==> src/rtl/ft601_tx_scheduler.sv <==
// Packet-granular round-robin scheduler feeding one FT601 multi-channel FIFO write port.
// Optional header word per packet: define FT601_TX_SCHED_HDR_EN.
module ft601_tx_scheduler #(
  parameter int unsigned NUM_SOURCES     = 4,
  parameter int unsigned MAX_PACKET_SIZE = 1024
) (
  input  logic                       clk,
  input  logic                       reset,
  input  logic [NUM_SOURCES-1:0]     src_req,
  input  logic [32*NUM_SOURCES-1:0]  src_data,
  input  logic [4*NUM_SOURCES-1:0]   src_be,
  input  logic [NUM_SOURCES-1:0]     src_valid,
  input  logic [NUM_SOURCES-1:0]     src_last,
  output logic [NUM_SOURCES-1:0]     src_ready,
  output logic [31:0]                wr_data,
  output logic [3:0]                 wr_be,
  output logic                       wr_en,
  output logic                       wr_push,
  input  logic                       wr_full,
  input  logic                       wr_has_packet_space,
  output logic [2:0]                 grant_id,
  output logic                       busy
);
  localparam int unsigned MAX_WORDS = MAX_PACKET_SIZE / 4;
  localparam int unsigned WCNT_W    = $clog2(MAX_WORDS) + 1;

  typedef enum logic [1:0] {IDLE, ARB, XFER, PUSH} state_t;

  state_t                  state, state_d;
  logic [2:0]              rr_ptr, rr_ptr_d;
  logic [WCNT_W-1:0]       wcnt, wcnt_d, wcnt_inc;
  logic [2:0]              grant_d;
  logic [NUM_SOURCES-1:0]  src_ready_d;
  logic [31:0]             wr_data_d;
  logic [3:0]              wr_be_d;
  logic                    wr_en_d, wr_push_d, busy_d;

  logic [31:0]             g_data;
  logic [3:0]              g_be;
  logic                    g_last;
  logic                    accept;
  logic                    arb_found;
  logic [2:0]              arb_idx;

`ifdef FT601_TX_SCHED_HDR_EN
  logic [15:0]             seq [NUM_SOURCES];
  logic [15:0]             g_seq;
  logic                    hdr_phase, hdr_phase_d;
`endif

  assign wcnt_inc = wcnt + 1'b1;
  assign accept   = |(src_valid & src_ready);

  // Granted-source mux
  always_comb begin
    g_data = '0;
    g_be   = '0;
    g_last = 1'b0;
`ifdef FT601_TX_SCHED_HDR_EN
    g_seq  = '0;
`endif
    for (int unsigned i = 0; i < NUM_SOURCES; i++) begin
      if (grant_id == 3'(i)) begin
        g_data = src_data[32*i +: 32];
        g_be   = src_be[4*i +: 4];
        g_last = src_last[i];
`ifdef FT601_TX_SCHED_HDR_EN
        g_seq  = seq[i];
`endif
      end
    end
  end

  // Round-robin search: offset k scans rr_ptr+1, rr_ptr+2, ... modulo NUM_SOURCES
  always_comb begin
    arb_found = 1'b0;
    arb_idx   = '0;
    for (int unsigned k = 0; k < NUM_SOURCES; k++) begin
      for (int unsigned i = 0; i < NUM_SOURCES; i++) begin
        if (!arb_found && src_req[i] &&
            i == (32'(rr_ptr) + 32'd1 + k) % NUM_SOURCES) begin
          arb_found = 1'b1;
          arb_idx   = 3'(i);
        end
      end
    end
  end

  always_comb begin
    state_d     = state;
    rr_ptr_d    = rr_ptr;
    wcnt_d      = wcnt;
    grant_d     = grant_id;
    src_ready_d = '0;
    wr_data_d   = wr_data;
    wr_be_d     = wr_be;
    wr_en_d     = 1'b0;
    wr_push_d   = 1'b0;
`ifdef FT601_TX_SCHED_HDR_EN
    hdr_phase_d = 1'b0;
`endif
    case (state)
      IDLE: begin
        if (|src_req) state_d = ARB;
      end
      ARB: begin
        if (!(|src_req)) begin
          state_d = IDLE;
        end else if (wr_has_packet_space && arb_found) begin
          grant_d = arb_idx;
          wcnt_d  = '0;
          state_d = XFER;
`ifdef FT601_TX_SCHED_HDR_EN
          hdr_phase_d = 1'b1;
`else
          for (int unsigned i = 0; i < NUM_SOURCES; i++)
            if (arb_idx == 3'(i)) src_ready_d[i] = !wr_full;
`endif
        end
      end
      XFER: begin
        // Header cycle replaces the data-accept branch; src_ready is low then
`ifdef FT601_TX_SCHED_HDR_EN
        if (hdr_phase) begin
          wr_data_d = {8'hA5, 5'd0, grant_id, g_seq};
          wr_be_d   = '1;
          wr_en_d   = 1'b1;
          wcnt_d    = wcnt_inc;
        end else
`endif
        if (accept) begin
          wr_data_d = g_data;
          wr_be_d   = g_be;
          wr_en_d   = 1'b1;
          wcnt_d    = wcnt_inc;
          if (g_last || wcnt_inc == WCNT_W'(MAX_WORDS)) state_d = PUSH;
        end
        if (state_d == XFER) begin
          for (int unsigned i = 0; i < NUM_SOURCES; i++)
            if (grant_id == 3'(i)) src_ready_d[i] = !wr_full;
        end
      end
      PUSH: begin
        wr_push_d = 1'b1;
        rr_ptr_d  = grant_id;
        state_d   = ARB;
      end
      default: state_d = IDLE;
    endcase
  end

  assign busy_d = (state_d != IDLE);

  always_ff @(posedge clk) begin
    if (reset) begin
      state     <= IDLE;
      rr_ptr    <= 3'(NUM_SOURCES - 1);
      wcnt      <= '0;
      grant_id  <= '0;
      src_ready <= '0;
      wr_data   <= '0;
      wr_be     <= '0;
      wr_en     <= 1'b0;
      wr_push   <= 1'b0;
      busy      <= 1'b0;
    end else begin
      state     <= state_d;
      rr_ptr    <= rr_ptr_d;
      wcnt      <= wcnt_d;
      grant_id  <= grant_d;
      src_ready <= src_ready_d;
      wr_data   <= wr_data_d;
      wr_be     <= wr_be_d;
      wr_en     <= wr_en_d;
      wr_push   <= wr_push_d;
      busy      <= busy_d;
    end
  end

`ifdef FT601_TX_SCHED_HDR_EN
  always_ff @(posedge clk) begin
    if (reset) begin
      hdr_phase <= 1'b0;
      for (int unsigned i = 0; i < NUM_SOURCES; i++) seq[i] <= '0;
    end else begin
      hdr_phase <= hdr_phase_d;
      if (state == PUSH) begin
        for (int unsigned i = 0; i < NUM_SOURCES; i++)
          if (grant_id == 3'(i)) seq[i] <= seq[i] + 16'd1;
      end
    end
  end
`endif

endmodule

==> config.mk <==
export PLATFORM = sky130hd
export DESIGN_NAME = ft601_tx_scheduler
export DESIGN_NICKNAME = d
export VERILOG_FILES = /design/src/rtl/ft601_tx_scheduler.sv
export SDC_FILE = /design/constraint.sdc
export NUM_CORES = 1
export LEC_CHECK = 0
export CORE_MARGIN = 2
export CORE_UTILIZATION = 40
export DETAILED_ROUTE_END_ITERATION = 12
export HOLD_SLACK_MARGIN = 0.05
export MAX_ROUTING_LAYER = met4
export PLACE_DENSITY = 0.87
export RECOVER_POWER = 50
export SYNTH_ARGS = -nofsm -noshare
export SYNTH_HDL_FRONTEND = slang
export SYNTH_SLANG_ARGS = --single-unit
==> constraint.sdc <==
create_clock -name clk -period 2.7 [get_ports clk]
set_input_delay 0.54 -clock clk [delete_from_list [all_inputs] [get_ports clk]]
set_output_delay 0.54 -clock clk [all_outputs]
set_load 0.005 [all_outputs]
==> summary.md, run 1 <==
| Metric | Value |
|---|---|
| Status | `finished, final reports clean` |
| Placed Area | `~5600 sq um` |
| Routability cong. | `between 0.8 and 0.9` |
| CP endpoint kind | `flip-flop` |
| Worst r2r dst | `wcnt[8]` |
| Setup Fix Bufs, Post-CTS | `0` |
| Wirelength per Cell | `about 17 um` |
| H-tree levels | `3` |
| Ranking of synthesized cells by area | `dfxtp_1 34%, mux4_2 24%, nand2_1 8.9%, a21oi_1 7.2%, clkbuf_1 1.9%` |
| Hold Path Depth | `2` |
| Num rows | `33` |
| Tot Pwr | `2.21 mW` |
| Vias post-DR | `approximately 3700` |
| Critical path's slowest cell | `clkdlybuf4s50_1` |
| Worst R2R Start | `state[1]` |
| Fin util | `0.700` |
| Power per Cell Area | `roughly 380 nW/um^2` |
| Vias per cell | `5.49` |
| Seq cells post-synth | `58` |
| Number of top-level pins | `206` |
| Yosys top cell by area | `dfxtp_1` |
| Total grt overflow | `0` |
| Share of cells above drive strength 1 | `0.138` |
| Period utilization | `0.812` |
| # DRC | `0` |
| Largest delay contributor family on the critical path | `simple AND/OR/NAND/NOR gates` |
| PostCTS Resize Cnt | `0` |
| Leakage | `2.08 nW` |
| Worst path required time | `2.96 ns` |
| Worst Path Arrival | `about 2.5 ns` |
| Maxcap violations | `0` |
| CTS tree | `done` |
| Worst slew margin | `0.542` |
| Kind of critical path | `in2reg` |
| GRT Overall Usage | `0.248` |
| Hold buffers post-CTS | `0` |
| First-pass GRT wire length | `between 15000 and 20000 um` |
| Post-Synthesis Cells | `between 300 and 400` |
| Antenna Nets Post-Route | `0` |
| Final setup violation count | `0` |
| Worst-margin pin slew | `0.683 ns` |
| Clk buf depth | `2` |
| Core area | `roughly 8300 sq um` |
| Fin area | `a little under 6000 sq um` |
| Startpoint Class | `input port` |
| Drt initial violations | `232` |
| Worst Hold End | `wr_data[27]` |
| Crit path max fanout | `10` |
| Fin crit period | `about 2.2 ns` |
| Seq/Total Area, Yosys | `0.339` |
| Layout Nets | `a little over 700` |
| VDD IR-drop max | `0.000308 V` |
| Unrepaired setup endpoints after global routing | `no` |
| WP buf/inv | `1` |
| Synth warnings | `0` |
| Post-synth EDFFs | `0` |
| Mapped cell area | `~3400 sq um` |
| R2R Setup Slk | `0.52 ns` |
| Avg Cell Area, Syn | `9.45 sq um` |
| Antenna cells | `0` |
| Fmax | `around 460 MHz` |
| CTS root buffer | `clkbuf_8` |
| Cts bufs inserted | `9` |
| Syn nets | `527` |
| R2R cell count | `7` |
| Largest net degree at the start of global routing | `55` |
| Starting Density | `0.414` |
| Final WS setup | `slightly above 0.5 ns` |
| Slowest cell delay on critical path | `around 0.6 ns` |
| Worst skew pair latency | `approximately 0.33 ns` |
| Crit-path cells | `clkdlybuf4s50_1 > nor4_4 > nor3_4 > o211ai_4 > or4_1 > a21oi_1` |
| Die width | `approximately 96 um` |
| Die ar. | `approximately 9300 sq um` |
| Setup tns final | `0 ns` |
| Ys async rst share | `0` |
| Vias in the first global route | `~3700` |
| Clock transition at path regs | `about 0.07 ns` |
| HP Start | `wr_data[27]` |
| Final Hold Vio Count | `0` |
| Syn-to-layout area delta | `69.0%` |
| HPWL Detailed | `approximately 9200 um` |
| Setup Skew | `about 0.0094 ns` |
| Clock sink count | `58` |
| Die Y | `~96 um` |
| Pre-CTS WS | `between 0.15 and 0.2 ns` |
| 1st-pass router iterations | `4` |
| Initial antenna violation count | `0` |
| Ys flop type | `dfxtp_1` |
| Hold crit path type | `reg2reg` |
| Top cell type's share of synthesized area | `0.339` |
| Port Buf Inserts | `slightly above 200` |
| Routed WL | `approximately 12000 um` |
| Unique cell type count in the Yosys netlist | `47` |
| Slew Viols, Final | `0` |
per-layer routing:
layer	share of wire	vias up	track usage	routed length, um
li1	-	1743	-	-
met1	0.36	1737	0.271	4150
met2	0.54	194	0.446	6330
met3	0.084	17	0.0489	979
met4	0.016	0	0.0904	192
met5	0	-	-	0
power breakdown:
| group | total [mW] | internal, mW | switching, mW |
|---|---|---|---|
| clock | 0.876 | 0.542 | 0.334 |
| combinational | 0.470 | 0.324 | 0.146 |
| sequential | 0.868 | 0.861 | 0.00694 |
| total | 2.21 | 1.73 | 0.487 |
cells in the mapped netlist (5+ instances only):
cell type and number:
dfxtp_1 58, clkbuf_1 17, inv_1 9, a31oi_1 5
mux4_2 36, nand2_1 81, ha_1 5, or3_1 5
o21ai_0 8, nor2_1 11, buf_2 9, a21oi_1 49
through the flow:
stage                     hold WS [ns]  std cells
final                            0.451        672
after CTS                        0.456        672
after global routing             0.467        672
after floorplan                  0.453        362
after global placement           0.441        656
after detailed placement         0.446        656
cell usage in the layout, fill, tap and decap left out, types with 5 or more instances in the layout:
master and instances:
inv_1 9, clkbuf_8 10, ha_1 5, nand2_1 81, clkdlybuf4s50_1 159, or3_1 5
mux4_2 36, buf_4 11, dlygate4sd3_1 44, o21ai_0 8, nor2_1 11, a31oi_1 5
a21oi_1 49, dfxtp_1 56
area by class of cell:
cell class                 count  area, sq um
timing repair buffer         216         2120
inverter                      10         37.5
clock inverter                 5         77.6
multi-input combinational    267         2110
fill                         620         2470
sequential                    58         1160
tap                          105          131
clock buffer                  11          141
worst register-to-register path: cells and delay by family, from the launching register on:
family                     cells  cell delay, ns
AOI/OAI and AO/OA              2            0.31
and+or+nand+nor                2            0.95
adders and majority gates      1            0.22
DFF                            1            0.38
buffers and inverters          2            0.25
sequential cells by signal, summed over array words and instances (netlist names):
| signal | cells |
|---|---|
| rr_ptr | 2 |
| src_ready | 4 |
| grant_id | 2 |
| busy | 1 |
| wr_data | 32 |
| wr_en | 1 |
| wr_push | 1 |
| state | 2 |
| wcnt | 9 |
| wr_be | 4 |
worst max-delay path by stage:
stage / start / to / slack (ns) / depth (start not counted)
after floorplan: state[1] / wcnt[8] / 0.82 / 7
after global placement: src_req[0] / wcnt[8] / 0.27 / 6
after detailed placement: src_req[0] / wcnt[8] / 0.20 / 6
after CTS: state[1] / wcnt[8] / 0.54 / 7
after global routing: state[0] / src_ready[1] / 0.38 / 7
final: src_req[0] / wcnt[8] / 0.51 / 6
kinds of logic (layout without fill, tap and decap cells):
kind of cell | count (synthesis) | count (layout) | synth area share
simple gates | 130 | 130 | 0.182
buf+inv | 37 | 242 | 0.0450
other cells | 1 | 1 | 0.00110
fa+ha+maj | 5 | 5 | 0.0183
compound gates | 91 | 91 | 0.165
mux | 40 | 40 | 0.249
flops | 58 | 58 | 0.339
Power figures use the tool's default switching activity.
==> inputs of run 2 (changes only) <==
--- a/config.mk
+++ b/config.mk
@@ -6,11 +6,11 @@
 export NUM_CORES = 1
 export LEC_CHECK = 0
 export CORE_MARGIN = 2
-export CORE_UTILIZATION = 40
+export CORE_UTILIZATION = 38
 export DETAILED_ROUTE_END_ITERATION = 12
 export HOLD_SLACK_MARGIN = 0.05
 export MAX_ROUTING_LAYER = met4
-export PLACE_DENSITY = 0.87
+export PLACE_DENSITY = 0.84
 export RECOVER_POWER = 50
 export SYNTH_ARGS = -nofsm -noshare
 export SYNTH_HDL_FRONTEND = slang
==> constraint.sdc (replaced) <==
create_clock -name clk -period 2.1 [get_ports clk]
set_input_delay 0.42 -clock clk [delete_from_list [all_inputs] [get_ports clk]]
set_output_delay 0.42 -clock clk [all_outputs]
set_load 0.005 [all_outputs]
==> run 2 against run 1 <==
Compared with the run above: final cell count up 2.1%; non-clock buffer count up 11; highest routed layer unchanged; clock skew up 0.00071 ns; combinational power up 33%; hold slack about the same; final area up 2.8%; sequential share of layout area down 0.53 points; first-iteration DRC count down 44%; count of clock-buffer cells in the layout down 2.
==> summary.md, run 2 (synthesis results as in run 1) <==
| Metric | Value |
|---|---|
| 1st-pass router iterations | `4 (unchanged)` |
| Leakage | `2.14 nW (was 2.08 nW)` |
| Starting Density | `0.392 (was 0.414)` |
| Core area | `8720 sq um (was 8260 sq um)` |
| Total grt overflow | `0 (unchanged)` |
| Dpl cells | `670 (was 656)` |
| H-tree levels | `3 (unchanged)` |
| GR peak layer | `met2 (unchanged)` |
| Final Non-Filler Cells | `686 (was 672)` |
| Worst Path Arrival | `2.17 ns (was 2.45 ns)` |
| Clk buf depth | `2 (unchanged)` |
| Status | `finished, final reports clean (unchanged)` |
| Clock transition at path regs | `0.08 ns (was 0.07 ns)` |
| Period utilization | `0.941` |
| Setup Skew | `0.0101 ns (was 0.00941 ns)` |
| Share of cells above drive strength 1 | `0.168 (was 0.138)` |
| Num rows | `34 (was 33)` |
| Routed WL | `11600 um (about the same)` |
| Slew Viols, Final | `0 (unchanged)` |
| CTS tree | `done (unchanged)` |
| Met3 Use GR | `0.0518 (was 0.0489)` |
| Met2 Usage GRT | `0.445 (was 0.446)` |
| Syn-to-layout area delta | `73.7% (was 69.0%)` |
| Setup Fix Bufs, Post-CTS | `0 (unchanged)` |
| Most common cell after layout, fill and taps aside | `clkdlybuf4s50_1 (unchanged)` |
| Top reg by flops | `wr_data (unchanged)` |
| Crit path max fanout | `5 (was 10)` |
| Hold buffers post-CTS | `0 (unchanged)` |
| Final setup violation count | `0 (unchanged)` |
| First-pass GRT wire length | `18100 um (was 17100 um)` |
| Die ar. | `9780 sq um (was 9310 sq um)` |
| # DRC | `0 (unchanged)` |
| Initial antenna violation count | `0 (unchanged)` |
| Fill cell count | `693 (was 620)` |
| Hold crit path type | `reg2reg (unchanged)` |
| R2R cell count | `5 (was 7)` |
| Worst skew pair latency | `0.33 ns (about the same)` |
| Largest delay contributor family on the critical path | `compound AO/OA/AOI/OAI gates (was simple AND/OR/NAND/NOR gates)` |
| VDD IR-drop max | `0.000305 V (was 0.000308 V)` |
| Max FFs per register | `32 (unchanged)` |
| Largest net degree at the start of global routing | `34 (was 55)` |
| Critical path's slowest cell | `or4b_1 (was clkdlybuf4s50_1)` |
| Startpoint Class | `flip-flop (was input port)` |
| Cts bufs inserted | `9 (unchanged)` |
| Crit-path cells | `or4b_1 > a31oi_1 > o2111ai_1 > a31oi_2 > o2bb2ai_1 (was clkdlybuf4s50_1 > nor4_4 > nor3_4 > o211ai_4 > or4_1 > a21oi_1)` |
| Power per Cell Area | `489 nW/um^2 (was 383 nW/um^2)` |
| Fin area | `5940 sq um (was 5780 sq um)` |
| Die Y | `98.9 um (was 96.5 um)` |
| R2R Setup Slk | `0.12 ns (was 0.52 ns)` |
| Final Hold Vio Count | `0 (unchanged)` |
| WP buf/inv | `0 (was 1)` |
| CTS root buffer | `clkbuf_8 (unchanged)` |
| HPWL Detailed | `9310 um (was 9180 um)` |
| Worst path required time | `2.30 ns (was 2.96 ns)` |
| HP Start | `wr_data[14] (was wr_data[27])` |
| Kind of critical path | `reg2reg (was in2reg)` |
| Cell count along the critical path | `5 (was 6)` |
| Most frequent cells in the layout | `160 x clkdlybuf4s50_1, 81 x nand2_1, 55 x dfxtp_1 (was 159 x clkdlybuf4s50_1, 81 x nand2_1, 56 x dfxtp_1)` |
| Slowest cell delay on critical path | `0.53 ns (was 0.60 ns)` |
| Grt met1 use | `0.255 (was 0.271)` |
| Antenna Nets Post-Route | `0 (unchanged)` |
| Worst r2r dst | `src_ready[2] (was wcnt[8])` |
| Worst R2R Start | `wcnt[6] (was state[1])` |
| Fmax | `between 500 and 600 MHz` |
| Vias post-DR | `3691 (unchanged)` |
| Unrepaired setup endpoints after global routing | `no (unchanged)` |
| Antenna cells | `0 (unchanged)` |
| Hold Path Depth | `2 (unchanged)` |
| Worst Hold End | `wr_data[14] (was wr_data[27])` |
| Routability cong. | `0.906 (was 0.855)` |
| Number of top-level pins | `206 (unchanged)` |
| Placed Area | `5710 sq um (was 5570 sq um)` |
| Die width | `98.9 um (was 96.5 um)` |
| Port Buf Inserts | `204 (unchanged)` |
| Drt initial violations | `129 (was 232)` |
| Fin crit period | `approximately 2 ns` |
| GRT Overall Usage | `0.239 (was 0.248)` |
| Wirelength per Cell | `16.9 um (was 17.3 um)` |
| Maxcap violations | `0 (unchanged)` |
| Layout Nets | `738 (was 727)` |
| Vias in the first global route | `3824 (was 3693)` |
| Clock sink count | `58 (unchanged)` |
| Biggest regs | `wr_data: 32 flops, wcnt: 9 flops (unchanged)` |
| Vias per cell | `5.38 (was 5.49)` |
| CP endpoint kind | `flip-flop (unchanged)` |
## run 2: cell count changes in the layout (fill, tap and decap cells not counted), moves of 2 or more
cell | before | now
buf_12 | 0 | 3
clkinv_2 | 2 | 0
clkinv_4 | 0 | 3
buf_4 | 11 | 19
## run 2: worst min-delay path: stages (launching register included)
cell,delay [ns]
dfxtp_1,0.31
nand2_1,0.05
a21oi_1,0.05
## run 2: where the power goes
part           switching, mW  leakage, nW  total, mW  internal (mW)
sequential            0.0112        0.469       1.12           1.11
combinational          0.189         1.56      0.623          0.434
clock                  0.485        0.110       1.16          0.678
total                  0.685         2.14       2.90           2.22
## run 2: what timing repair did
action	CTS	global route
endpoints found under the hold margin	0	0
setup endpoints to repair	0	4
gates resized for setup	0	6
## run 2: worst max path at each step
stage / to / start / slack [ns]
6_report: src_ready[2] / wcnt[6] / 0.12
5_1_grt: busy / state[1] / 0.04
4_1_cts: src_ready[1] / state[0] / 0.07
3_5_place_dp: busy / src_req[1] / -0.15
3_3_place_gp: busy / src_req[1] / -0.11
2_1_floorplan: wcnt[8] / state[1] / 0.22
## run 2: stage by stage
| step | utilization | hold slack, ns | power [mW] | TNS (ns) | setup WS (ns) |
|---|---|---|---|---|---|
| final | 0.682 | 0.451 | 2.90 | 0 | 0.124 |
| after global placement | 0.654 | 0.441 | 1.75 | -0.188 | -0.108 |
| after CTS | 0.680 | 0.456 | 2.93 | 0 | 0.0699 |
| after detailed placement | 0.654 | 0.446 | 1.76 | -0.548 | -0.154 |
| after floorplan | - | 0.453 | 1.39 | 0 | 0.221 |
| after global routing | 0.682 | 0.477 | 3.03 | 0 | 0.0351 |
## run 2: layer usage
metal  vias up  routed length [um]  share of wire
li1       1764                   -              -
met1      1742                4280           0.37
met2       171                6230           0.54
met3        14                 890          0.077
met4         0                 173          0.015
met5         -                   0              0
## run 2: layout make-up
class                   count  area (sq um)  share of cell area
clock buffers               9           124              0.0208
repair buffers            227          2240               0.378
multi-input cells         267          2140               0.359
inverters                  10          37.5             0.00631
well taps                 108           135              0.0227
flip-flops and latches     58          1160               0.196
clock inverters             7           103              0.0173
